### src/rtl/design_4x4_pkg.sv
// Shared constants and types for the 4x4 mesh model with two AXI4-Lite master adapters.
// Network latency is derived from the hop count, so it cannot be set independently.
package design_4x4_pkg;

  localparam int HOP_LAT = 2;
  localparam int HOPS    = 3;
  localparam int NET_LAT = HOPS * HOP_LAT;
  localparam int CNT_W   = $clog2(NET_LAT);

  localparam logic [31:0] MEM_A_BASE = 32'h7000_0000;
  localparam logic [31:0] MEM_B_BASE = 32'hF000_0000;
  localparam int          SEL_BIT    = 31;

  localparam logic [1:0] RESP_OKAY = 2'b00;

  typedef enum logic [2:0] {
    IDLE,
    REQ,
    ACCESS,
    RSP,
    RESP_HOLD
  } mna_state_t;

  // One-cycle memory access request from an adapter to the arbiter.
  typedef struct packed {
    logic        req;
    logic        sel;
    logic [3:0]  idx;
    logic        we;
    logic [31:0] wdata;
    logic [3:0]  wstrb;
  } mem_req_t;

endpackage

### src/rtl/design_4x4_mna.sv
// AXI4-Lite slave front end of one master network adapter.
// It accepts one transaction, waits out the mesh latency both ways, and holds the response.
import design_4x4_pkg::*;

module mna_port (
  input  logic        clk,
  input  logic        rst,
  input  logic [31:0] awaddr,
  input  logic [2:0]  awprot,
  input  logic        awvalid,
  output logic        awready,
  input  logic [31:0] wdata,
  input  logic [3:0]  wstrb,
  input  logic        wvalid,
  output logic        wready,
  output logic [1:0]  bresp,
  output logic        bvalid,
  input  logic        bready,
  input  logic [31:0] araddr,
  input  logic [2:0]  arprot,
  input  logic        arvalid,
  output logic        arready,
  output logic [31:0] rdata,
  output logic [1:0]  rresp,
  output logic        rvalid,
  input  logic        rready,
  output mem_req_t    mem_req,
  input  logic        mem_gnt,
  input  logic [31:0] mem_rdata
);

  mna_state_t       state_q, state_d;
  logic [CNT_W-1:0] cnt_q, cnt_d;
  logic             is_write_q, is_write_d;
  logic             sel_q, sel_d;
  logic [3:0]       idx_q, idx_d;
  logic [31:0]      wdata_q, wdata_d;
  logic [3:0]       wstrb_q, wstrb_d;
  logic [31:0]      rdata_q, rdata_d;
  logic             wr_pending;
  logic             unused_bits;

  // Only the memory select bit and word index matter; the rest of the address and prot are ignored.
  assign unused_bits = ^{awaddr[30:6], awaddr[1:0], awprot,
                         araddr[30:6], araddr[1:0], arprot};

  assign wr_pending = awvalid && wvalid;

  always_ff @(posedge clk) begin
    if (rst) begin
      state_q    <= IDLE;
      cnt_q      <= '0;
      is_write_q <= 1'b0;
      sel_q      <= 1'b0;
      idx_q      <= '0;
      wdata_q    <= '0;
      wstrb_q    <= '0;
      rdata_q    <= '0;
    end else begin
      state_q    <= state_d;
      cnt_q      <= cnt_d;
      is_write_q <= is_write_d;
      sel_q      <= sel_d;
      idx_q      <= idx_d;
      wdata_q    <= wdata_d;
      wstrb_q    <= wstrb_d;
      rdata_q    <= rdata_d;
    end
  end

  always_comb begin
    state_d    = state_q;
    cnt_d      = cnt_q;
    is_write_d = is_write_q;
    sel_d      = sel_q;
    idx_d      = idx_q;
    wdata_d    = wdata_q;
    wstrb_d    = wstrb_q;
    rdata_d    = rdata_q;
    case (state_q)
      IDLE: begin
        if (wr_pending) begin
          is_write_d = 1'b1;
          sel_d      = (awaddr[SEL_BIT] == MEM_B_BASE[SEL_BIT]);
          idx_d      = awaddr[5:2];
          wdata_d    = wdata;
          wstrb_d    = wstrb;
          cnt_d      = '0;
          state_d    = REQ;
        end else if (arvalid) begin
          is_write_d = 1'b0;
          sel_d      = (araddr[SEL_BIT] == MEM_B_BASE[SEL_BIT]);
          idx_d      = araddr[5:2];
          cnt_d      = '0;
          state_d    = REQ;
        end
      end
      REQ: begin
        if (cnt_q == CNT_W'(NET_LAT - 1)) begin
          cnt_d   = '0;
          state_d = ACCESS;
        end else begin
          cnt_d = cnt_q + CNT_W'(1);
        end
      end
      ACCESS: begin
        if (mem_gnt) begin
          if (!is_write_q) begin
            rdata_d = mem_rdata;
          end
          cnt_d   = '0;
          state_d = RSP;
        end
      end
      RSP: begin
        if (cnt_q == CNT_W'(NET_LAT - 1)) begin
          cnt_d   = '0;
          state_d = RESP_HOLD;
        end else begin
          cnt_d = cnt_q + CNT_W'(1);
        end
      end
      RESP_HOLD: begin
        if (is_write_q ? bready : rready) begin
          state_d = IDLE;
        end
      end
      default: state_d = IDLE;
    endcase
  end

  always_comb begin
    awready       = (state_q == IDLE) && wr_pending;
    wready        = (state_q == IDLE) && wr_pending;
    arready       = (state_q == IDLE) && arvalid && !wr_pending;
    bvalid        = (state_q == RESP_HOLD) && is_write_q;
    rvalid        = (state_q == RESP_HOLD) && !is_write_q;
    bresp         = RESP_OKAY;
    rresp         = RESP_OKAY;
    rdata         = rdata_q;
    mem_req.req   = (state_q == ACCESS);
    mem_req.sel   = sel_q;
    mem_req.idx   = idx_q;
    mem_req.we    = is_write_q;
    mem_req.wdata = wdata_q;
    mem_req.wstrb = wstrb_q;
  end

endmodule

### src/rtl/design_4x4.sv
// Top of the 4x4 mesh model: two adapters, two 16-word memories and a fixed-priority arbiter.
// Index 0 of the memory array is MEM_A (addr[31]=0), index 1 is MEM_B.
import design_4x4_pkg::*;

module design_4x4 (
  input  logic        clk_0,
  input  logic        rst_0,
  input  logic [31:0] s0_awaddr,
  input  logic [2:0]  s0_awprot,
  input  logic        s0_awvalid,
  output logic        s0_awready,
  input  logic [31:0] s0_wdata,
  input  logic [3:0]  s0_wstrb,
  input  logic        s0_wvalid,
  output logic        s0_wready,
  output logic [1:0]  s0_bresp,
  output logic        s0_bvalid,
  input  logic        s0_bready,
  input  logic [31:0] s0_araddr,
  input  logic [2:0]  s0_arprot,
  input  logic        s0_arvalid,
  output logic        s0_arready,
  output logic [31:0] s0_rdata,
  output logic [1:0]  s0_rresp,
  output logic        s0_rvalid,
  input  logic        s0_rready,
  input  logic [31:0] s1_awaddr,
  input  logic [2:0]  s1_awprot,
  input  logic        s1_awvalid,
  output logic        s1_awready,
  input  logic [31:0] s1_wdata,
  input  logic [3:0]  s1_wstrb,
  input  logic        s1_wvalid,
  output logic        s1_wready,
  output logic [1:0]  s1_bresp,
  output logic        s1_bvalid,
  input  logic        s1_bready,
  input  logic [31:0] s1_araddr,
  input  logic [2:0]  s1_arprot,
  input  logic        s1_arvalid,
  output logic        s1_arready,
  output logic [31:0] s1_rdata,
  output logic [1:0]  s1_rresp,
  output logic        s1_rvalid,
  input  logic        s1_rready
);

  logic [1:0][15:0][31:0] mem_q, mem_d;
  mem_req_t               req_0, req_1;
  logic                   gnt_0, gnt_1;
  logic [31:0]            rdata_0, rdata_1;

  mna_port u_mna_0 (
    .clk(clk_0), .rst(rst_0),
    .awaddr(s0_awaddr), .awprot(s0_awprot), .awvalid(s0_awvalid), .awready(s0_awready),
    .wdata(s0_wdata), .wstrb(s0_wstrb), .wvalid(s0_wvalid), .wready(s0_wready),
    .bresp(s0_bresp), .bvalid(s0_bvalid), .bready(s0_bready),
    .araddr(s0_araddr), .arprot(s0_arprot), .arvalid(s0_arvalid), .arready(s0_arready),
    .rdata(s0_rdata), .rresp(s0_rresp), .rvalid(s0_rvalid), .rready(s0_rready),
    .mem_req(req_0), .mem_gnt(gnt_0), .mem_rdata(rdata_0)
  );

  mna_port u_mna_1 (
    .clk(clk_0), .rst(rst_0),
    .awaddr(s1_awaddr), .awprot(s1_awprot), .awvalid(s1_awvalid), .awready(s1_awready),
    .wdata(s1_wdata), .wstrb(s1_wstrb), .wvalid(s1_wvalid), .wready(s1_wready),
    .bresp(s1_bresp), .bvalid(s1_bvalid), .bready(s1_bready),
    .araddr(s1_araddr), .arprot(s1_arprot), .arvalid(s1_arvalid), .arready(s1_arready),
    .rdata(s1_rdata), .rresp(s1_rresp), .rvalid(s1_rvalid), .rready(s1_rready),
    .mem_req(req_1), .mem_gnt(gnt_1), .mem_rdata(rdata_1)
  );

  // MNA_0 wins a same-memory collision; MNA_1 simply retries from ACCESS next cycle.
  always_comb begin
    gnt_0 = req_0.req;
    gnt_1 = req_1.req && !(req_0.req && (req_0.sel == req_1.sel));
  end

  // Reads see the pre-edge contents, so a read never observes a same-cycle write.
  assign rdata_0 = mem_q[req_0.sel][req_0.idx];
  assign rdata_1 = mem_q[req_1.sel][req_1.idx];

  always_comb begin
    mem_d = mem_q;
    if (gnt_0 && req_0.we) begin
      for (int b = 0; b < 4; b++) begin
        if (req_0.wstrb[b]) begin
          mem_d[req_0.sel][req_0.idx][8*b +: 8] = req_0.wdata[8*b +: 8];
        end
      end
    end
    if (gnt_1 && req_1.we) begin
      for (int b = 0; b < 4; b++) begin
        if (req_1.wstrb[b]) begin
          mem_d[req_1.sel][req_1.idx][8*b +: 8] = req_1.wdata[8*b +: 8];
        end
      end
    end
  end

  always_ff @(posedge clk_0) begin
    if (rst_0) begin
      mem_q <= '0;
    end else begin
      mem_q <= mem_d;
    end
  end

endmodule

### config.mk
export PLATFORM = sky130hd
export DESIGN_NAME = design_4x4
export DESIGN_NICKNAME = d
export VERILOG_FILES = /design/src/rtl/design_4x4_pkg.sv /design/src/rtl/design_4x4_mna.sv /design/src/rtl/design_4x4.sv
export SDC_FILE = /design/constraint.sdc
export NUM_CORES = 2
export LEC_CHECK = 0
export CAP_MARGIN = 20
export CORE_ASPECT_RATIO = 1.75
export CORE_MARGIN = 2
export CORE_UTILIZATION = 70
export DETAILED_ROUTE_END_ITERATION = 6
export DONT_BUFFER_PORTS = 1
export GPL_TIMING_DRIVEN = 0
export MAX_ROUTING_LAYER = met4
export PLACE_DENSITY = 0.86
export SLEW_MARGIN = 20
export SYNTH_ARGS = -nofsm -noshare
export SYNTH_HDL_FRONTEND = slang
export SYNTH_SLANG_ARGS = --single-unit
### constraint.sdc
create_clock -name clk_0 -period 2.94 [get_ports clk_0]
set_input_delay 0.294 -clock clk_0 [delete_from_list [all_inputs] [get_ports clk_0]]
set_output_delay 0.294 -clock clk_0 [all_outputs]
set_load 0.05 [all_outputs]
==> flow_metrics.env, run 1 <==
export IMPL_haltStage="5_1_grt"
export IMPL_grt_max_degree=17
export IMPL_hpwl_um=279000
export IMPL_synth_commonest_cells="nand2_1, dfxtp_1, nor2_1, a311oi_1, nand3_1"
export IMPL_die_w_um=245
export IMPL_num_rows=154
export IMPL_cts_root_buffer="clkbuf_16"
export IMPL_synth_top_area_cell="dfxtp_1"
export IMPL_synth_top_area_frac=0.333
export IMPL_synth_edf_count=0
export IMPL_grt_pass1_wl_um=630000
export IMPL_synth_cells=8894
export IMPL_firstError="[ERROR GRT-0116] Global routing finished with congestion. Check the congestion regions in the DRC Viewer."
export IMPL_dpl_instance_area_mm2=0.0730
export IMPL_gp_congestion=1.34
export IMPL_ys_types=53
export IMPL_ys_warnings_count=0
export IMPL_netlist_area_mm2=0.0713
export IMPL_ys_seq_elements=1184
export IMPL_grt_util_all_layers=0.822
export IMPL_dieHeight_um=426
export IMPL_start_util=0.707
export IMPL_syn_avg_cell_area_um2=8.01
export IMPL_synth_area_top_cells="dfxtp_1, a311oi_1, mux2i_1, nand3_1, nand2_1"
export IMPL_yosysMostFrequentCell="nand2_1"
export IMPL_cts_sinks=1184
export IMPL_seq_area_frac_synth=0.333
export IMPL_cts_buffers=107
export IMPL_htree_levels=3
export IMPL_clockBufferDepth=3
export IMPL_io_buffer_count=0
export IMPL_outcome="did not finish"
export IMPL_overflow=947
export IMPL_ys_flop_type="dfxtp_1"
export IMPL_async_flop_share=0
export IMPL_grt_pass1_vias=91200
export IMPL_floorplan_io_pins=306
## logic make-up after synthesis
logic type / synth area share
other cells: 0.0000526
mux: 0.156
xor+xnor: 0.000509
flops: 0.333
simple gates: 0.239
buf+inv: 0.0734
compound gates: 0.198
## metrics by stage
| stage | hold slack, ns | instances | utilization | worst slack, ns |
|---|---|---|---|---|
| after floorplan | 0.430 | 8901 | - | 0.620 |
| after global placement | 0.434 | 10200 | 0.724 | -1.09 |
| after detailed placement | 0.437 | 10200 | 0.725 | -1.11 |
| after CTS | 0.00848 | 10500 | 0.776 | -0.0904 |
## layer usage
layer / global-route usage / overflow
met2: 0.964 / 531
met3: 0.681 / 51
met5: - / -
met1: 0.797 / 19
met4: 0.810 / 346
## timing repair
action,4_1_cts
endpoints found under the hold margin,86
pin swaps,7
hold buffers,98
setup buffers,15
endpoints found under the setup margin,636
resized for setup,72
==> run 2: changes to the inputs <==
CORE_ASPECT_RATIO = not set   (was 1.75)
CORE_UTILIZATION = 40   (was 70)
MAX_ROUTING_LAYER = not set   (was met4)
PLACE_DENSITY = not set   (was 0.86)
PLACE_DENSITY_LB_ADDON = 0.15   (was not set)
==> run 2 against run 1 <==
The flow now finishes, with violations (DRC, setup timing). Area after synthesis unchanged. Synthesized cell count unchanged.
==> flow_metrics.env, run 2 <==
export IMPL_outcome="finished, violations left"
export IMPL_violations="DRC, setup timing"
export IMPL_clk_latency_ns=0.84
export IMPL_cts_sinks=1184
export IMPL_met2_usage=0.644
export IMPL_max_freq_mhz=321
export IMPL_critical_path_arrival_ns=3.79
export IMPL_slew_violations=0
export IMPL_busiest_layer="met2"
export IMPL_grt_pass1_wl_um=577000
export IMPL_fill_cells=17700
export IMPL_layout_commonest_cell="nand2_1"
export IMPL_min_to="u_mna_0.idx_q[1]"
export IMPL_fin_crit_sh=1.06
export IMPL_die_w_um=426
export IMPL_grt_max_degree=17
export IMPL_max_cap_violations=0
export IMPL_io_buffer_count=0
export IMPL_r2r_start="u_mna_0.idx_q[1]"
export IMPL_sequentialPowerShare=0.390
export IMPL_layout_drive_gt1_share=0.134
export IMPL_vias=78900
export IMPL_cp_end_kind="register"
export IMPL_async_flop_share=0
export IMPL_grt_util_all_layers=0.454
export IMPL_area_growth_pct=14.8
export IMPL_largest_reg_flops=1024
export IMPL_synth_top_area_frac=0.333
export IMPL_layout_setup_ws_ns=-0.171
export IMPL_p_clk_frac=0.448
export IMPL_floorplan_io_pins=306
export IMPL_r2r_slack_ns=-0.17
export IMPL_cp_max_fo=10
export IMPL_synth_top_area_cell="dfxtp_1"
export IMPL_drt_pass1_iterations=7
export IMPL_overflow=0
export IMPL_p_leak_nw=28.1
export IMPL_cts_root_buffer="clkbuf_16"
export IMPL_dieHeight_um=426
export IMPL_fin_crit_ns=3.11
export IMPL_yosysMostFrequentCell="nand2_1"
export IMPL_cts_buffers=148
export IMPL_syn_avg_cell_area_um2=8.01
export IMPL_use_met3=0.149
export IMPL_synth_area_top_cells="dfxtp_1, a311oi_1, mux2i_1, nand3_1, nand2_1"
export IMPL_grt_pass1_vias=74400
export IMPL_tightestPinTransition_ns=1.36
export IMPL_peakVddDrop_uv=504
export IMPL_final_antenna_net_count=0
export IMPL_wl_per_cell_um=36.9
export IMPL_viasPerCell=6.76
export IMPL_setup_viol=68
export IMPL_ys_warnings_count=0
export IMPL_drc=1
export IMPL_ys_flop_type="dfxtp_1"
export IMPL_worstSetupPathType="register to register"
export IMPL_placedCellCount=11200
export IMPL_die_area_mm2=0.182
export IMPL_antenna_found_initial=39
export IMPL_hpwl_um=350000
export IMPL_core_mm2=0.176
export IMPL_final_cells=11700
export IMPL_relSlewSlack=0.0939
export IMPL_ys_seq_elements=1184
export IMPL_drtIter0Drc=12000
export IMPL_pwr_share_comb=0.162
export IMPL_gp_congestion=1.03
export IMPL_timing_hold_violations_final=0
export IMPL_use_met1=0.593
export IMPL_ys_types=53
export IMPL_netlist_area_mm2=0.0713
export IMPL_p_switching_mw=13.6
export IMPL_rsz0062_at_grt="yes"
export IMPL_postLayoutCellArea_mm2=0.0818
export IMPL_critical_path_required_ns=3.62
export IMPL_hold_start="s0_wvalid"
export IMPL_synth_edf_count=0
export IMPL_hold_path_class="primary input to register"
export IMPL_wl_um=431000
export IMPL_reg2regPathDepth=8
export IMPL_seq_area_frac_synth=0.333
export IMPL_largest_register="mem_q"
export IMPL_synth_commonest_cells="nand2_1, dfxtp_1, nor2_1, a311oi_1, nand3_1"
export IMPL_start_util=0.404
export IMPL_cts_tree="built"
export IMPL_clk_pin_slew_ns=0.06
export IMPL_nets=9434
export IMPL_powerDensity_mw_per_mm2=516
export IMPL_start_kind="register"
export IMPL_clockBufferDepth=3
export IMPL_worst_clock_skew_ns=0.0249
export IMPL_internal_power_mw=28.6
export IMPL_num_rows=154
export IMPL_place_ws_ns=-1.16
export IMPL_dpl_instance_area_mm2=0.0744
export IMPL_synth_cells=8894
export IMPL_p_sw_frac=0.321
export IMPL_htree_levels=4
export IMPL_finish_utilization=0.463
export IMPL_final_cell_mix="nand2_1, dfxtp_1, nor2_1"
export IMPL_r2r_end="u_mna_0.rdata[4]"
export IMPL_holdPathStages=3
==> run 2: critical path, stage by stage (launching register included) <==
cell and delay, ns:
dfxtp_1 0.41, buf_6 0.25, nand2b_1 0.13, buf_4 0.34, clkdlybuf4s15_2 0.61, o22ai_1 0.22, o21ai_0 0.39, and3_1 0.44
a311oi_1 0.14
==> run 2: cell families (layout without fill, tap and decap cells) <==
group / count (synthesis) / count (layout) / synth area share
compound gates: 1870 / 1870 / 0.198
xor+xnor: 2 / 2 / 0.000509
buf+inv: 1059 / 1467 / 0.0734
flops: 1184 / 1184 / 0.333
mux: 1028 / 1028 / 0.156
other cells: 1 / 27 / 0.0000526
simple gates: 3750 / 3750 / 0.239
==> run 2: stage by stage <==
stage               setup TNS, ns  power (mW)  hold slack [ns]
finish                      -3.91        42.2            0.102
global route              -0.0424        42.5           0.0991
CTS                        -11.26        41.6           0.0391
detailed placement        -371.52        22.9            0.440
global placement          -416.10        22.8            0.435
floorplan                       0        20.0            0.430
==> run 2: how the worst max path moves through the flow <==
stage | start | end | slack (ns) | cells after the start
2_1_floorplan | u_mna_1.state_q[1] | s1_wready | 0.62 | 6
3_3_place_gp | u_mna_1.idx_q[1] | u_mna_1.rdata[26] | -2.07 | 7
3_5_place_dp | u_mna_1.idx_q[1] | u_mna_1.rdata[26] | -1.16 | 8
4_1_cts | u_mna_0.idx_q[1] | mem_q[486] | -0.22 | 8
5_1_grt | u_mna_1.sel_q | u_mna_1.rdata[1] | -0.03 | 9
6_report | u_mna_0.idx_q[1] | u_mna_0.rdata[4] | -0.17 | 8
==> run 2: area by class of cell <==
cell class                 instances  area, µm²  share of cell area
sequential                      1184      23700               0.290
multi-input combinational       6658      42800               0.524
buffer                          1050       5590              0.0684
tap                             2340       2930              0.0358
timing repair buffer             161       1890              0.0232
clock buffer                     215       4380              0.0536
antenna                           19       47.5            0.000581
inverter                           7       26.3            0.000321
clock inverter                    34        369             0.00451
==> run 2: timing repair <==
item                       in CTS  in global routing
pin swaps                      11                 18
hold endpoints to repair       88                  0
setup endpoints to repair     971                526
hold buffers                   99                  0
resized for setup             291                133
buffers inserted               23                 27
==> run 2: layer usage <==
metal	wire, µm	part of all wire
met4	30000	0.070
met3	55600	0.13
met5	140	0.00032
met2	174000	0.40
met1	172000	0.40
==> run 2: power groups by stage <==
stage	sequential [mW]	clock, mW	combinational, mW
after floorplan	16.7	0	3.24
after global placement	16.8	0	6.08
after detailed placement	16.8	0	6.14
after CTS	16.4	18.8	6.42
after global routing	16.4	19.4	6.70
final	16.4	18.9	6.84
No activity file was read; power rests on OpenSTA's default activity.
